`src/rtl/uart_alu_interface_pkg.sv`:
```
// Shared definitions for the UART/ALU sequencing stage, the ALU and the benches.
package uart_alu_defs;

    localparam int unsigned DEF_NB_DATA   = 8;
    localparam int unsigned DEF_NB_OPCODE = 6;

    // Sequencer states: three byte captures, one result-load cycle, transmit wait
    typedef enum logic [2:0] {
        ST_WAIT_A  = 3'd0,
        ST_WAIT_B  = 3'd1,
        ST_WAIT_OP = 3'd2,
        ST_LOAD    = 3'd3,
        ST_WAIT_TX = 3'd4
    } state_e;

    // ALU opcodes (low 6 bits of the third received byte)
    localparam logic [5:0] OP_ADD = 6'b100000;
    localparam logic [5:0] OP_SUB = 6'b100010;
    localparam logic [5:0] OP_AND = 6'b100100;
    localparam logic [5:0] OP_OR  = 6'b100101;
    localparam logic [5:0] OP_XOR = 6'b100110;
    localparam logic [5:0] OP_NOR = 6'b100111;
    localparam logic [5:0] OP_SRA = 6'b000011;
    localparam logic [5:0] OP_SRL = 6'b000010;

endpackage

```
`src/rtl/uart_alu_interface.sv`:
```
// Collects operand A, operand B and opcode from the UART receiver, holds them
// for the external ALU, then latches the result and requests transmission.
module uart_alu_interface
    import uart_alu_defs::*;
#(
    parameter int unsigned NB_DATA   = DEF_NB_DATA,
    parameter int unsigned NB_OPCODE = DEF_NB_OPCODE
) (
    input  logic                 clock,
    input  logic                 reset,
    input  logic [NB_DATA-1:0]   i_rx_data,
    input  logic                 i_rx_done,
    input  logic [NB_DATA-1:0]   i_alu_result,
    input  logic                 i_tx_done,
    output logic [NB_DATA-1:0]   o_data_a,
    output logic [NB_DATA-1:0]   o_data_b,
    output logic [NB_OPCODE-1:0] o_opcode,
    output logic [NB_DATA-1:0]   o_tx_data,
    output logic                 o_tx_start,
    output logic                 o_busy,
    output logic                 o_overrun
);

    state_e               state_q, state_d;
    logic [NB_DATA-1:0]   data_a_q, data_a_d;
    logic [NB_DATA-1:0]   data_b_q, data_b_d;
    logic [NB_OPCODE-1:0] opcode_q, opcode_d;
    logic [NB_DATA-1:0]   tx_data_q, tx_data_d;
    logic                 tx_start_q, tx_start_d;
    logic                 busy_q, busy_d;
    logic                 overrun_q, overrun_d;

    // State and output registers; reset discards any partial operation
    always_ff @(posedge clock or negedge reset) begin
        if (!reset) begin
            state_q    <= ST_WAIT_A;
            data_a_q   <= '0;
            data_b_q   <= '0;
            opcode_q   <= '0;
            tx_data_q  <= '0;
            tx_start_q <= 1'b0;
            busy_q     <= 1'b0;
            overrun_q  <= 1'b0;
        end else begin
            state_q    <= state_d;
            data_a_q   <= data_a_d;
            data_b_q   <= data_b_d;
            opcode_q   <= opcode_d;
            tx_data_q  <= tx_data_d;
            tx_start_q <= tx_start_d;
            busy_q     <= busy_d;
            overrun_q  <= overrun_d;
        end
    end

    // Next-state and next-output decode
    always_comb begin
        state_d    = state_q;
        data_a_d   = data_a_q;
        data_b_d   = data_b_q;
        opcode_d   = opcode_q;
        tx_data_d  = tx_data_q;
        tx_start_d = 1'b0;
        overrun_d  = overrun_q;

        unique case (state_q)
            ST_WAIT_A: begin
                if (i_rx_done) begin
                    data_a_d  = i_rx_data;
                    overrun_d = 1'b0;
                    state_d   = ST_WAIT_B;
                end
            end
            ST_WAIT_B: begin
                if (i_rx_done) begin
                    data_b_d = i_rx_data;
                    state_d  = ST_WAIT_OP;
                end
            end
            ST_WAIT_OP: begin
                if (i_rx_done) begin
                    // Upper byte bits are silently dropped
                    opcode_d = i_rx_data[NB_OPCODE-1:0];
                    state_d  = ST_LOAD;
                end
            end
            ST_LOAD: begin
                // ALU has had the full previous cycle to settle from opcode_q
                tx_data_d  = i_alu_result;
                tx_start_d = 1'b1;
                state_d    = ST_WAIT_TX;
                if (i_rx_done) begin
                    overrun_d = 1'b1;
                end
            end
            ST_WAIT_TX: begin
                if (i_tx_done) begin
                    state_d = ST_WAIT_A;
                end
                if (i_rx_done) begin
                    overrun_d = 1'b1;
                end
            end
            default: begin
                state_d = ST_WAIT_A;
            end
        endcase

        busy_d = (state_d == ST_LOAD) || (state_d == ST_WAIT_TX);
    end

    assign o_data_a   = data_a_q;
    assign o_data_b   = data_b_q;
    assign o_opcode   = opcode_q;
    assign o_tx_data  = tx_data_q;
    assign o_tx_start = tx_start_q;
    assign o_busy     = busy_q;
    assign o_overrun  = overrun_q;

endmodule

```
`config.mk`:
```
export PLATFORM = sky130hd
export DESIGN_NAME = uart_alu_interface
export DESIGN_NICKNAME = d
export VERILOG_FILES = /design/src/rtl/uart_alu_interface_pkg.sv /design/src/rtl/uart_alu_interface.sv
export SDC_FILE = /design/constraint.sdc
export NUM_CORES = 1
export LEC_CHECK = 0
export ABC_AREA = 1
export ABC_CLOCK_PERIOD_IN_PS = 1200
export BUFFER_PORTS_ARGS = -buffer_cell sky130_fd_sc_hd__buf_4
export CAP_MARGIN = 20
export CORE_ASPECT_RATIO = 0.9
export CORE_MARGIN = 4
export CORE_UTILIZATION = 43
export CTS_CLUSTER_DIAMETER = 120
export DETAILED_ROUTE_END_ITERATION = 8
export PLACE_DENSITY = 0.74
export SYNTH_ARGS = -nofsm -noshare
export SYNTH_HDL_FRONTEND = slang
export SYNTH_SLANG_ARGS = --single-unit
```
`constraint.sdc`:
```
create_clock -name clock -period 1.2 [get_ports clock]
set_clock_uncertainty 0.1 [all_clocks]
set_input_delay 0 -clock clock [delete_from_list [all_inputs] [get_ports clock]]
set_output_delay 0 -clock clock [all_outputs]
set_load 0.005 [all_outputs]
```
; Word-level counts from Yosys, hierarchy flattened
; Index checks and enable logic that the tools add are counted.
; W data, S select, Z words.
[totals]
in_bits = 20
out_inout_bits = 33
regBits = 36
n_memories = 0
elab_cells = 33
latch_bits = 0
ramBits = 0
rom_bits = 0
[classes]
mux = 9
n_reduce_logical = 8
n_lt_le_gt_ge = 0
multipliers = 0
shift = 0
add_sub_neg = 0
n_div = 0
n_eq_ne = 8
bitwise = 0
[ops]
columns = cell, count
row1 = $pmux W3 S5, 1
row2 = $mux W3, 4
row3 = $eq A3 B2 Y1 const B, 3
row4 = $eq A3 B3 Y1 const B, 2
row5 = $reduce_and A2 Y1, 3
row6 = $eq A3 B1 Y1 const B, 1
row7 = $logic_not A3 Y1, 1
row8 = $mux W1, 3
row9 = $reduce_and A3 Y1, 1
row10 = $ne A2 B1 Y1 const B, 1
row11 = $ne A2 B2 Y1 const B, 1
row12 = $pmux W1 S2, 1
row13 = $reduce_bool A2 Y1, 1
row14 = $reduce_or A2 Y1, 1
row15 = $logic_or A1 B1 Y1, 1

; Logic depth before layout (Yosys ltp)
; Gate-level depths: netlist of the first run.
[depth]
word_depth = 4
depth_mapped = 5
ltp_nobuf = 5

; Worst setup path after synthesis of the first run
; OpenSTA, ideal clock, no wires.
[synth_path]
kind = register -> register
from = reg state_q[2]
to = reg data_b_q[0], in the netlist o_data_b[0]
required_ns = 0.982
n_path_buf = 1
arrival_time_ns = 0.934
period_less_slack_ns = 1.152
path_slack_ns = 0.048
setup_ns = 0.118
path_stages_with_launch = 6
path_cell_list = dfrtp_1 inv_1 buf_4 nand4_2 nand2_1 nand2_1
[synth_via]
elab_chain_len = 2
[synth_lines]
columns = item, line_no
row1 = start: declaration, uart_alu_interface.sv:24  ; state_e state_q, state_d;
row2 = start signal: assignment, uart_alu_interface.sv:45  ; state_q <= state_d;
row3 = $eq A3 B1 Y1, uart_alu_interface.sv:66  ; unique case (state_q)
row4 = $reduce_and A2 Y1 (no line), --
row5 = end signal: assignment, uart_alu_interface.sv:47  ; data_b_q <= data_b_d;
row6 = end: declaration, uart_alu_interface.sv:26  ; logic [NB_DATA-1:0] data_b_q, data_b_d;
; Every way passes these cells.
; A chain may end at the register's enable or synchronous reset.

; Worst setup path after layout of the first run
[layout_path]
from = reg state_q[0]
to = reg data_a_q[7], in the netlist o_data_a[7]
[layout_via]
elab_chain_len = 2
[layout_lines]
columns = item, line_no
row1 = $logic_not A3 Y1, uart_alu_interface.sv:66
row2 = $reduce_and A2 Y1 (no line), --
row3 = end signal: assignment, uart_alu_interface.sv:46  ; data_a_q <= data_a_d;
row4 = end: declaration, uart_alu_interface.sv:25  ; logic [NB_DATA-1:0] data_a_q, data_a_d;
; Every way passes these cells.

==> run metrics, run 1 <==
nets 264; H-tree lvl count 2; Worst Reg-to-Reg Cells 4; setup bufs post-CTS 0; number of diodes 0; I/O Buffers 52; critical path arrival 1.26 ns; WHS 0.101 ns; post-route ant nets 0; dpl hpwl ~2700 um; Multi-input gate area around 560 um2; Clk Latency, worst-skew pair between 0.2 and 0.3 ns; syn nets 177; fraction of layout cells with a size suffix above 1 a little under two fifths; GRT Residual Overflow 0; CTS root buf clkbuf_8; final worst slack 0.0138 ns; clock buffer depth 2; number of flops mapped to enable cells by yosys 0; crit path launch type flop; Synth top area share 61.8%; Max-Cap Viols 0; first-pass GRT wire length 7070 um; status complete, no violations; I/O pin count 53; Design Area, Final 0.00234 mm2; Critical Path End o_data_a[7]; required time of the critical path 1.27 ns; Worst slew margin 70.6%; kind of end point of the critical path flop; gpl congestion between 0.8 and 0.9; largest net degree at the start of global routing 37; vias post-DR between 1,000 and 1,500; Post-Synthesis Cell Area 0.00146 mm2; Post-Route Utilization 74.2%; register area share after synthesis 61.8%; Syn Inst Count 157; CTS Buf Count 5; Final Max Slew Viols 0; P&R area growth vs syn 60.9%; Slew @ Worst Pin 0.441 ns; Max IR drop VDD 1370 uV; #FFs+latches synth 36; post-place setup slack -0.0867 ns; Pleak 1.24 nW; Starting Density a little under half; Synth warnings 0; max frequency 843 MHz; hold violation count in the final report 0; die area approximately 0.0044 mm2; initial antenna violation count 0; DRC 0; synth unique cells 14; number of global-route vias before repair approximately 1,500; Tmin final between 1 and 1.5 ns; wire length per cell 14.7 um; core area 0.00316 mm2; Final Power 5.58 mW; final-report setup violation count 0; Tcrit/Tclk final 98.9%; DRT Wirelength 4200 um; Die Span X 69.4 um; initial drt markers 84; r2r setup slk 0.01 ns; most common cell in the synthesized netlist nand2_1; Critical Path Fanout Max 9; CTS clock-pin slew for the worst setup and hold paths ~0.070 ns; CTS tree built; Detailed Routing Iterations Pass 1 4; critical path class flop to flop; FF-to-FF End o_data_a[7]; Power Dens Cells around 2400 mW/mm2; Die Span Y 63.2 um; number of core rows 19; top post-synthesis cells by count 77 x nand2_1, 36 x dfrtp_1, 23 x nand4_1; worst r2r src state_q[0]; Sink Count 36; top cells by area, synth dfrtp_1 62%, nand2_1 20%, nand4_1 9.9%; unrepaired setup endpoints after global routing yes; Synth async-reset ratio 100%; syn avg cell area 9.28 um2; register area approximately 900 um2; vias per cell 5.14; cell taking the most area after synthesis dfrtp_1; Critical path origin state_q[0]; ys flop type dfrtp_1; GRT Overall Usage 20.2%; HP Class primary input to asynchronous set/reset pin; DP Area 0.00198 mm2; Layout fillers 222
cells by family (layout without fill, tap and decap cells):
kind of cell / Yosys count / count (layout) / synth area share, %
and+or+nand+nor: 110 / 110 / 34.2
buffers and inverters: 11 / 98 / 3.95
DFF: 36 / 36 / 61.8
placed cells by master (no fill, tap or decap):
master         Yosys  routed
buf_4              3      60
buf_6              0       7
buf_8              0       1
clkbuf_1           0       1
clkbuf_8           0       5
clkinv_2           0       2
dfrtp_1           36      34
dfrtp_2            0       2
dlygate4sd3_1      0      19
inv_2              1       3
nand2_1           77      70
nand2_2            0       6
nand2_4            0       1
nand3_1            3       2
nand3_4            0       2
nand3b_1           2       2
nand4_1           23      23
nand4_4            0       1
nor2_2             1       2
nor2_4             0       1
cell type report:
class	count	share of cell area, %
Clock inverter	1	0.213
Timing Repair Buffer	87	31.3
Clock buffer	6	3.09
Inverter	4	0.694
Multi-Input combinational cell	110	23.9
Tap cell	42	2.24
Sequential cell	36	38.5
where the power goes:
part / switching [mW] / total (mW) / internal, mW
sequential: 0.414 / 2.20 / 1.79
clock: 0.404 / 0.798 / 0.394
combinational: 1.21 / 2.58 / 1.38
total: 2.02 / 5.58 / 3.56
critical path: stages, from the launching register on:
cell and delay, ns:
dfrtp_2 0.48, nor2_4 0.19, nand3_4 0.14, nand2_1 0.10, nand2_1 0.07
registers in the layout, summed over array words and instances, names as in the netlist:
| name | count |
|---|---|
| o_busy | 1 |
| o_data_a | 8 |
| o_data_b | 8 |
| o_opcode | 6 |
| o_overrun | 1 |
| o_tx_data | 8 |
| o_tx_start | 1 |
| state_q | 3 |
metal layers:
metal / GRT usage [%] / up-vias / part of all wire (%)
met5: 0 / - / 0
met4: 4.63 / 0 / 1.9
met3: 7.00 / 12 / 5.8
met2: 36.0 / 62 / 53
met1: 23.5 / 701 / 39
li1: - / 694 / -
stage by stage:
stage	std cells	setup TNS, ns
final	286	0
after global routing	286	-0.593
after CTS	286	0
after detailed placement	260	-0.908
after global placement	260	-0.239
after floorplan	157	0
worst min path at each step:
stage                             end  cells past startpoint  start
after detailed placement  o_data_b[7]                      1  reset
after global placement    o_data_a[4]                      1  reset
after floorplan                o_busy                      0  reset
after CTS                 o_data_b[7]                      2  reset
after global routing      o_opcode[1]                      2  reset
final                     o_data_b[7]                      2  reset
what timing repair did:
| item | in CTS | in global routing |
|---|---|---|
| resized for setup | 4 | 25 |
| hold endpoints to repair | 68 | 0 |
| gates cloned | 0 | 0 |
| hold buffers | 19 | 0 |
| pin swaps | 0 | 4 |
| setup endpoints to repair | 19 | 31 |
(Power assumes the default switching activity.)
==> inputs of run 2 (changes only) <==
- BUFFER_PORTS_ARGS: -buffer_cell sky130_fd_sc_hd__buf_4 -> default
- CORE_UTILIZATION: 43 -> 54
- DONT_BUFFER_PORTS: default -> 1
- PLACE_DENSITY: 0.74 -> 0.72
==> run 2 against run 1 <==
Compared with the run above: the flow now finishes with violations (hold timing, setup timing); worst hold slack worse by 0.40 ns; register-to-register slack about the same; clock-buffer cell count unchanged; die area down 18%; power down 19%; maximum frequency down 1.2%; largest cell class unchanged.
==> run metrics, run 2 (synthesis gave the netlist of run 1 again) <==
largest net degree at the start of global routing 37; Slew @ Worst Pin 0.211 ns; Pleak roughly 0.96 nW; most frequent cells in the layout 71 x nand2_1, 34 x dfrtp_1, 23 x nand4_1; Sink Count 36; crit path launch type flop; Critical Path Fanout Max 7; Worst slew margin 85.9%; min-delay src i_rx_done; CTS clock-pin slew for the worst setup and hold paths approximately 0.1 ns; status finished with violations; post-route ant nets 0; critical path arrival 1.33 ns; GRT Residual Overflow 0; die area 0.00360 mm2; Setup TNS Final -0.000977 ns; DRC 0; hold violation count in the final report 26; number of global-route vias before repair 1,157; core area between 0.002 and 0.003 mm2; vias post-DR 1,239; CTS Buf Count 5; violated checks hold timing, setup timing; gpl congestion roughly 0.78; commonest non-fill, non-tap cell in the layout nand2_1; Power Dens Cells 2400 mW/mm2; worst r2r src state_q[0]; Die Span X ~63 um; number of core rows 17; HP Class primary input to flop; Starting Density between 50 and 60%; clock buffer depth 2; Final Max Slew Viols 0; nets 207; Detailed Routing Iterations Pass 1 4; critical path class flop to flop; vias per cell 5.74; unrepaired setup endpoints after global routing yes; first-pass GRT wire length ~5800 um; initial drt markers 79; CTS tree built; initial antenna violation count 0; Clk Latency, worst-skew pair 0.34 ns; required time of the critical path 1.33 ns; final-report setup violation count 1; DRT Wirelength 3530 um; I/O Buffers 0; P&R area growth vs syn 28.4%; fraction of layout cells with a size suffix above 1 roughly a fifth; Die Span Y about 57 um; final worst slack -0.000977 ns; number of diodes 0; dpl hpwl 2190 um; kind of end point of the critical path flop; Tmin final 1.20 ns; Layout fillers 186; Max IR drop VDD 1490 uV; WHS -0.300 ns; wire length per cell 16.3 um; cts hold-fix bufs 19; I/O pin count 53; Max-Cap Viols 0; Tcrit/Tclk final 100%; H-tree lvl count 2; max frequency 833 MHz; CTS root buf clkbuf_4; GRT Overall Usage slightly above 20%; Critical path origin state_q[0]
[run 2: final timing paths]
kind                            depth (start not counted)     endpoint  slack, ns
worst max-delay path                                    5  o_opcode[1]     -0.001
worst min-delay path                                    2    o_overrun      -0.30
worst max register to register                          5  o_opcode[1]     -0.001
worst min register to register                          2  o_data_a[4]       0.41
max in group asynchronous                               2   state_q[1]       0.81
min in group asynchronous                               2   state_q[2]          0
[run 2: worst max-delay path, stage by stage (launching register included)]
cell     delay, ns
dfrtp_2       0.47
inv_2         0.11
nand4_1       0.15
buf_6         0.18
nand2_2       0.05
nand2_1       0.04
[run 2: per-layer routing]
metal | wire length, um | track usage (%) | up-vias | share of wire (%)
met5 | 0 | 0 | - | 0
met4 | 71 | 8.49 | 0 | 2.0
met3 | 333 | 7.87 | 9 | 9.4
met2 | 1720 | 31.5 | 61 | 49
met1 | 1400 | 26.4 | 587 | 40
li1 | - | - | 582 | -
[run 2: layout make-up]
cell class,count,area (um2),area share (%)
Inverter,4,18.8,1.00
Sequential cell,36,903,48.3
Multi-Input combinational cell,110,551,29.4
Clock inverter,2,10.0,0.535
Timing Repair Buffer,30,303,16.2
Tap cell,28,35.0,1.87
Clock buffer,6,51.3,2.74
[run 2: repair_timing]
item / CTS / global route
hold endpoints to repair: 71 / 26
setup buffers: 2 / 1
gates resized for setup: 5 / 16
setup endpoints to repair: 33 / 34
pin swaps: 1 / 3
[run 2: power by group]
part | internal [mW] | leakage (nW) | total [mW] | switching, mW
clock network | 0.279 | 0.0380 | 0.666 | 0.387
logic | 0.660 | 0.474 | 1.54 | 0.884
registers | 1.78 | 0.449 | 2.29 | 0.507
[run 2: metrics by stage]
step / instances / setup slack, ns / total power, mW / cell area (um2) / utilization [%]
global route: 216 / -0.0590 / 4.86 / 1870 / 74.6
floorplan: 157 / 0.0479 / 3.07 / 1460 / -
global placement: 186 / -0.0341 / 3.44 / 1520 / 60.7
CTS: 215 / -0.00134 / 4.33 / 1820 / 72.3
detailed placement: 186 / -0.0751 / 3.50 / 1520 / 60.7
finish: 216 / -0.000977 / 4.50 / 1870 / 74.6
